<file path="config.mk">
export PLATFORM = sky130hd
export DESIGN_NAME = pause_ce_gate
export DESIGN_NICKNAME = d
export VERILOG_FILES = /design/src/rtl/pause_ce_gate_pkg.sv /design/src/rtl/ce_div.sv /design/src/rtl/pause_ce_gate.sv
export SDC_FILE = /design/constraint.sdc
export NUM_CORES = 1
export LEC_CHECK = 0
export ABC_CLOCK_PERIOD_IN_PS = 4400
export CORE_ASPECT_RATIO = 0.9
export CORE_MARGIN = 2
export CORE_UTILIZATION = 55
export CTS_CLUSTER_DIAMETER = 60
export DETAILED_ROUTE_END_ITERATION = 7
export GPL_ROUTABILITY_DRIVEN = 1
export PLACE_DENSITY = 0.78
export RECOVER_POWER = 100
export SYNTH_ARGS = -nofsm -noshare
export SYNTH_HDL_FRONTEND = slang
export SYNTH_SLANG_ARGS = --single-unit
</file>
<file path="constraint.sdc">
create_clock -name clk_sys -period 4.4 [get_ports clk_sys]
set_clock_uncertainty 0.1 [all_clocks]
set_input_delay 0.88 -clock clk_sys [delete_from_list [all_inputs] [get_ports clk_sys]]
set_output_delay 0.88 -clock clk_sys [all_outputs]
set_load 0.02 [all_outputs]
</file>
<file path="src/rtl/pause_ce_gate_pkg.sv">
// Shared definitions for the pause path: FSM state encodings and the
// default divider/timeout constants also used by the pause controller.
package pause_ce_gate_pkg;

    typedef enum logic [1:0] {
        PS_RUN    = 2'd0,
        PS_DRAIN  = 2'd1,
        PS_PAUSED = 2'd2,
        PS_RESUME = 2'd3
    } pause_state_e;

    localparam int CE_DIV_DEFAULT  = 4;
    localparam int TIMEOUT_DEFAULT = 1024;

endpackage

</file>
<file path="src/rtl/ce_div.sv">
// Clock-enable divider: counts 0..DIV-1, flags the terminal count, and can be
// frozen (hold) or zeroed (clear) synchronously.
module ce_div #(
    parameter int DIV = 4
) (
    input  logic clk,
    input  logic rst_n,
    input  logic i_hold,
    input  logic i_clear,
    output logic o_tc
);

    localparam int W = (DIV > 1) ? $clog2(DIV) : 1;
    localparam logic [W-1:0] LAST = W'(DIV - 1);

    logic [W-1:0] r_cnt;

    // Divider counter; clear has priority over hold.
    always_ff @(posedge clk or negedge rst_n) begin
        if (!rst_n) begin
            r_cnt <= {W{1'b0}};
        end else if (i_clear) begin
            r_cnt <= {W{1'b0}};
        end else if (i_hold) begin
            r_cnt <= r_cnt;
        end else if (r_cnt == LAST) begin
            r_cnt <= {W{1'b0}};
        end else begin
            r_cnt <= r_cnt + W'(1);
        end
    end

    assign o_tc = (r_cnt == LAST);

endmodule

</file>
<file path="src/rtl/pause_ce_gate.sv">
// Gates the CPU clock-enable so a pause request lands on a safe bus boundary,
// with a bounded drain timeout and a registered acknowledge handshake.
module pause_ce_gate
    import pause_ce_gate_pkg::*;
#(
    parameter int CE_DIV  = CE_DIV_DEFAULT,
    parameter int TIMEOUT = TIMEOUT_DEFAULT
) (
    input  logic clk_sys,
    input  logic reset_n,
    input  logic pause_cpu,
    input  logic bus_idle,
    output logic ce_cpu,
    output logic pause_ack,
    output logic forced,
    output logic resume_pulse
);

    localparam int DCW = $clog2(TIMEOUT + 1);
    localparam logic [DCW-1:0] DRAIN_LAST = DCW'(TIMEOUT - 1);
    localparam logic [DCW-1:0] DRAIN_MAX  = {DCW{1'b1}};

    pause_state_e   r_state;
    pause_state_e   w_next;
    logic [DCW-1:0] r_drain_cnt;
    logic           r_ce;
    logic           r_ack;
    logic           r_forced;
    logic           r_resume;
    logic           w_tc;
    logic           w_ce;
    logic           w_forced_stop;
    logic           w_timeout;
    logic           w_div_hold;
    logic           w_div_clear;

    // Divider is zeroed on the way into PAUSED and frozen there, so RESUME starts at 0.
    assign w_div_hold  = (r_state == PS_PAUSED);
    assign w_div_clear = (r_state != PS_PAUSED) && (w_next == PS_PAUSED);
    assign w_timeout   = (r_drain_cnt == DRAIN_LAST);

    ce_div #(
        .DIV (CE_DIV)
    ) u_ce_div (
        .clk     (clk_sys),
        .rst_n   (reset_n),
        .i_hold  (w_div_hold),
        .i_clear (w_div_clear),
        .o_tc    (w_tc)
    );

    // Next-state and clock-enable decision; a released request beats both stop causes.
    always_comb begin
        w_next        = r_state;
        w_ce          = 1'b0;
        w_forced_stop = 1'b0;
        case (r_state)
            PS_RUN: begin
                w_ce = w_tc;
                if (pause_cpu) begin
                    w_next = PS_DRAIN;
                end else begin
                    w_next = PS_RUN;
                end
            end
            PS_DRAIN: begin
                if (!pause_cpu) begin
                    w_next = PS_RUN;
                    w_ce   = w_tc;
                end else if (w_tc && bus_idle) begin
                    w_next = PS_PAUSED;
                end else if (w_timeout) begin
                    w_next        = PS_PAUSED;
                    w_forced_stop = 1'b1;
                end else begin
                    w_next = PS_DRAIN;
                    w_ce   = w_tc;
                end
            end
            PS_PAUSED: begin
                if (!pause_cpu) begin
                    w_next = PS_RESUME;
                end else begin
                    w_next = PS_PAUSED;
                end
            end
            PS_RESUME: begin
                w_next = PS_RUN;
                w_ce   = w_tc;
            end
            default: begin
                w_next = PS_RUN;
            end
        endcase
    end

    // State, drain counter and output registers.
    always_ff @(posedge clk_sys or negedge reset_n) begin
        if (!reset_n) begin
            r_state     <= PS_RUN;
            r_drain_cnt <= {DCW{1'b0}};
            r_ce        <= 1'b0;
            r_ack       <= 1'b0;
            r_forced    <= 1'b0;
            r_resume    <= 1'b0;
        end else begin
            r_state  <= w_next;
            r_ce     <= w_ce;
            r_ack    <= (w_next == PS_PAUSED);
            r_resume <= (w_next == PS_RESUME);
            if ((r_state == PS_DRAIN) && (w_next == PS_DRAIN)) begin
                r_drain_cnt <= (r_drain_cnt == DRAIN_MAX) ? r_drain_cnt : r_drain_cnt + DCW'(1);
            end else begin
                r_drain_cnt <= {DCW{1'b0}};
            end
            if (w_next != PS_PAUSED) begin
                r_forced <= 1'b0;
            end else if (r_state == PS_PAUSED) begin
                r_forced <= r_forced;
            end else begin
                r_forced <= w_forced_stop;
            end
        end
    end

    assign ce_cpu       = r_ce;
    assign pause_ack    = r_ack;
    assign forced       = r_forced;
    assign resume_pulse = r_resume;

endmodule

</file>
==> run_summary.xml <==
<?xml version="1.0" encoding="UTF-8"?>
<metrics>
  <group name="setup_path">
    <metric name="critical_path_cell_count" unit="">5</metric>
    <metric name="critical_path.cell_chain" unit="">ha_1, nand3_1, or4_1, a2bb2oi_1, nor2_1</metric>
    <metric name="crit_arrival" unit="ns">2.56</metric>
    <metric name="regToRegEndpoint" unit="">r_drain_cnt[10]</metric>
    <metric name="rrSetupSlack" unit="ns">1.89</metric>
    <metric name="reg2reg_from" unit="">r_drain_cnt[0]</metric>
    <metric name="critical-path-slowest-cell" unit="">sky130_fd_sc_hd__a2bb2oi_1</metric>
    <metric name="critical_path.endpoint_type" unit="">flop</metric>
    <metric name="critical_path.startpoint_type" unit="">flop</metric>
    <metric name="critPathRequiredTime" unit="ns">4.44</metric>
    <metric name="critical_path_buf_inv_count" unit="">0</metric>
    <metric name="crit_type" unit="">reg -&gt; reg</metric>
    <metric name="cpPeakStageDelay" unit="ns">0.71</metric>
    <metric name="cp_max_fo" unit="">11</metric>
    <metric name="r2r_cells" unit="">5</metric>
    <metric name="crit_family" unit="">simple AND/OR/NAND/NOR gates</metric>
  </group>
  <group name="layout">
    <metric name="num_antenna_cells" unit="">0</metric>
    <metric name="area_delta_synth_final" unit="%">9.55</metric>
    <metric name="fillerInstances" unit="">154</metric>
    <metric name="layout.core_utilization" unit="">0.650</metric>
    <metric name="layout_cells_sized_above_1" unit="">0.0734</metric>
    <metric name="multiInputGateArea" unit="sq um">480</metric>
    <metric name="seqCellArea" unit="sq um">475</metric>
    <metric name="layout.nets" unit="">120</metric>
    <metric name="stdcell_area" unit="sq um">1100</metric>
  </group>
  <group name="hold_path">
    <metric name="holdCritPathClass" unit="">reg -&gt; reg</metric>
    <metric name="min_delay_worst_endpoint" unit="">u_ce_div.r_cnt[1]</metric>
    <metric name="worst_hold_startpoint" unit="">u_ce_div.r_cnt[1]</metric>
    <metric name="number_of_cells_traversed_by_the_worst_hold_path" unit="">2</metric>
  </group>
  <group name="sta">
    <metric name="timing.slew.headroom" unit="">0.371</metric>
    <metric name="finalMaxSlewViolations" unit="">0</metric>
    <metric name="setup_slack" unit="ns">1.89</metric>
    <metric name="period_share" unit="">0.571</metric>
    <metric name="hold_viol" unit="">0</metric>
    <metric name="report.final.setup_viol" unit="">0</metric>
    <metric name="worstMarginPinSlew" unit="ns">0.940</metric>
    <metric name="max_clock_freq" unit="MHz">398</metric>
    <metric name="rsz_0062_raised_after_global_routing" unit="">no</metric>
    <metric name="totalNegativeSetupSlack" unit="ns">0</metric>
    <metric name="fin_crit" unit="ns">2.51</metric>
  </group>
  <group name="synthesis">
    <metric name="async_reset_ff_frac" unit="">1.00</metric>
    <metric name="netlist.area_leader.share" unit="">0.471</metric>
    <metric name="synth.yosys.warnings" unit="">0</metric>
    <metric name="yosys_register_bits" unit="">19</metric>
    <metric name="synthesis.nets" unit="">110</metric>
    <metric name="netlist_instances" unit="">100</metric>
    <metric name="syn-cell-area" unit="sq um">1010</metric>
    <metric name="synth_area_leader_cell" unit="">sky130_fd_sc_hd__dfrtp_1</metric>
    <metric name="synth.distinct_cells" unit="">33</metric>
    <metric name="yosys-top-cells-area" unit="">sky130_fd_sc_hd__dfrtp_1 47%, sky130_fd_sc_hd__ha_1 7.4%, sky130_fd_sc_hd__nor2_1 4.1%</metric>
    <metric name="synth_sequential_area_ratio" unit="">0.471</metric>
    <metric name="avgSynthCellArea" unit="sq um">10.1</metric>
    <metric name="synth_edf_count" unit="">0</metric>
    <metric name="synth_top_flop_cell" unit="">sky130_fd_sc_hd__dfrtp_1</metric>
  </group>
  <group name="flow_run">
    <metric name="drv_cap" unit="">0</metric>
  </group>
  <group name="clock_tree">
    <metric name="cts.repair_timing.setup_buffer_count" unit="">0</metric>
    <metric name="cts_sinks" unit="">19</metric>
    <metric name="cts_max_path_buffers" unit="">2</metric>
    <metric name="h_tree_level_count" unit="">1</metric>
    <metric name="hold_buffers" unit="">0</metric>
    <metric name="tritoncts.num_buffers" unit="">3</metric>
    <metric name="path_clk_slew" unit="ns">0.11</metric>
    <metric name="clock_tree_from_tritoncts" unit="">done</metric>
    <metric name="ctsRootBufferMaster" unit="">sky130_fd_sc_hd__clkbuf_4</metric>
    <metric name="post_cts.resized_instances" unit="">0</metric>
    <metric name="clkLatencyLatePin" unit="ns">0.29</metric>
  </group>
  <group name="power">
    <metric name="leakage" unit="nW">0.488</metric>
    <metric name="total_power" unit="uW">377</metric>
    <metric name="pwr_density" unit="nW/um^2">342</metric>
    <metric name="vdd.ir_drop.worst" unit="uV">258</metric>
  </group>
  <group name="floorplanning">
    <metric name="floorplan.core_area" unit="sq um">1700</metric>
    <metric name="chipHeight" unit="microns">44.6</metric>
    <metric name="placementRows" unit="">14</metric>
    <metric name="floorplan.die_area" unit="sq um">2190</metric>
    <metric name="design.portCount" unit="">8</metric>
    <metric name="initial_utilization" unit="">0.594</metric>
    <metric name="die_x" unit="microns">49.1</metric>
  </group>
  <group name="placement">
    <metric name="dp_slack" unit="ns">1.88</metric>
    <metric name="io_buffer_count" unit="">7</metric>
    <metric name="place_congestion" unit="">0.821</metric>
    <metric name="post_dp_cell_area" unit="sq um">1100</metric>
    <metric name="detailed_place_hpwl" unit="microns">1310</metric>
  </group>
  <group name="route">
    <metric name="vias" unit="">765</metric>
    <metric name="drt-pass1-iter-count" unit="">4</metric>
    <metric name="post_detailed_route_via_to_cell_ratio" unit="">5.75</metric>
    <metric name="routed_wl" unit="microns">1870</metric>
    <metric name="route.detailed.drc" unit="">0</metric>
    <metric name="ant_nets" unit="">0</metric>
    <metric name="routed_wire_length_per_instance" unit="microns">14.1</metric>
    <metric name="detail_route.iter0.violations" unit="">19</metric>
  </group>
  <group name="grt">
    <metric name="grt_max_degree" unit="">20</metric>
    <metric name="remaining_global_route_overflow" unit="">0</metric>
    <metric name="grt_first_pass_wirelength" unit="microns">3200</metric>
    <metric name="grt_pass1_vias" unit="">729</metric>
    <metric name="global_route.usage.total" unit="">0.196</metric>
    <metric name="antenna_found_initial" unit="">0</metric>
  </group>
  <group name="status">
    <metric name="status" unit="">finished clean</metric>
  </group>
</metrics>
cell usage in the layout, fill, tap and decap left out, types with 5 or more instances in the layout:
master and count:
sky130_fd_sc_hd__dfrtp_1 19, sky130_fd_sc_hd__dlygate4sd3_1 5, sky130_fd_sc_hd__nor3_1 5, sky130_fd_sc_hd__nand2_1 9, sky130_fd_sc_hd__inv_1 6, sky130_fd_sc_hd__o21ai_0 5
sky130_fd_sc_hd__ha_1 6, sky130_fd_sc_hd__nor2_1 11, sky130_fd_sc_hd__a21oi_1 8
per-layer routing:
metal	track usage	wire length (microns)
met4	0.0514	13
met1	0.263	872
met2	0.319	888
met5	0	0
met3	0.0541	98
registers in the layout (all words and copies together) (netlist names):
register / flops
u_ce_div.r_cnt: 2
pause_ack: 1
r_drain_cnt: 11
ce_cpu: 1
forced: 1
resume_pulse: 1
r_state: 2
cell families (layout without fill, tap and decap cells):
group / Yosys count / count (layout) / synth area share
compound gates: 25 / 25 / 0.177
fa+ha+maj: 6 / 6 / 0.0744
flops: 19 / 19 / 0.471
xor+xnor: 4 / 4 / 0.0347
simple gates: 37 / 37 / 0.199
buf+inv: 8 / 17 / 0.0335
mux: 1 / 1 / 0.00993
layout make-up:
class,count,area share
well taps,24,0.0272
multi-input cells,73,0.435
flip-flops and latches,19,0.430
inverters,6,0.0204
clock buffers,4,0.0238
repair buffers,7,0.0634
worst reg2reg max path, cell delays in order, from the launching register on:
cell                        delay [ns]
sky130_fd_sc_hd__dfrtp_1          0.40
sky130_fd_sc_hd__ha_1             0.20
sky130_fd_sc_hd__nand3_1          0.28
sky130_fd_sc_hd__or4_1            0.55
sky130_fd_sc_hd__a2bb2oi_1        0.71
sky130_fd_sc_hd__nor2_1           0.14
cell usage after synthesis (2+ instances only):
cell / count
sky130_fd_sc_hd__dfrtp_1: 19
sky130_fd_sc_hd__nor2_1: 11
sky130_fd_sc_hd__nand2_1: 9
sky130_fd_sc_hd__a21oi_1: 8
sky130_fd_sc_hd__ha_1: 6
sky130_fd_sc_hd__inv_1: 6
sky130_fd_sc_hd__nor3_1: 5
sky130_fd_sc_hd__o21ai_0: 5
sky130_fd_sc_hd__o31ai_1: 3
sky130_fd_sc_hd__xor2_1: 3
sky130_fd_sc_hd__nand2b_1: 2
sky130_fd_sc_hd__or3_2: 2
through the flow:
stage	hold WS, ns	cells
3_5_place_dp	0.379	129
2_1_floorplan	0.357	100
5_1_grt	0.441	133
3_3_place_gp	0.375	129
6_report	0.405	133
4_1_cts	0.405	133
worst max-delay path by stage:
stage                   startpoint         endpoint  slack (ns)
finish              r_drain_cnt[0]  r_drain_cnt[10]        1.89
global route        r_drain_cnt[0]   r_drain_cnt[1]        1.68
CTS                         forced           forced        2.14
detailed placement       pause_cpu   r_drain_cnt[2]        1.88
global placement         pause_cpu   r_drain_cnt[2]        1.95
floorplan           r_drain_cnt[0]   r_drain_cnt[9]        2.55
power by group:
part	leakage (nW)	switching, mW	internal [mW]
combinational	0.216	0.0492	0.0367
clock	0.0150	0.0530	0.0352
sequential	0.257	0.0107	0.193
total	0.488	0.113	0.264
Power figures use the tool's default switching activity.
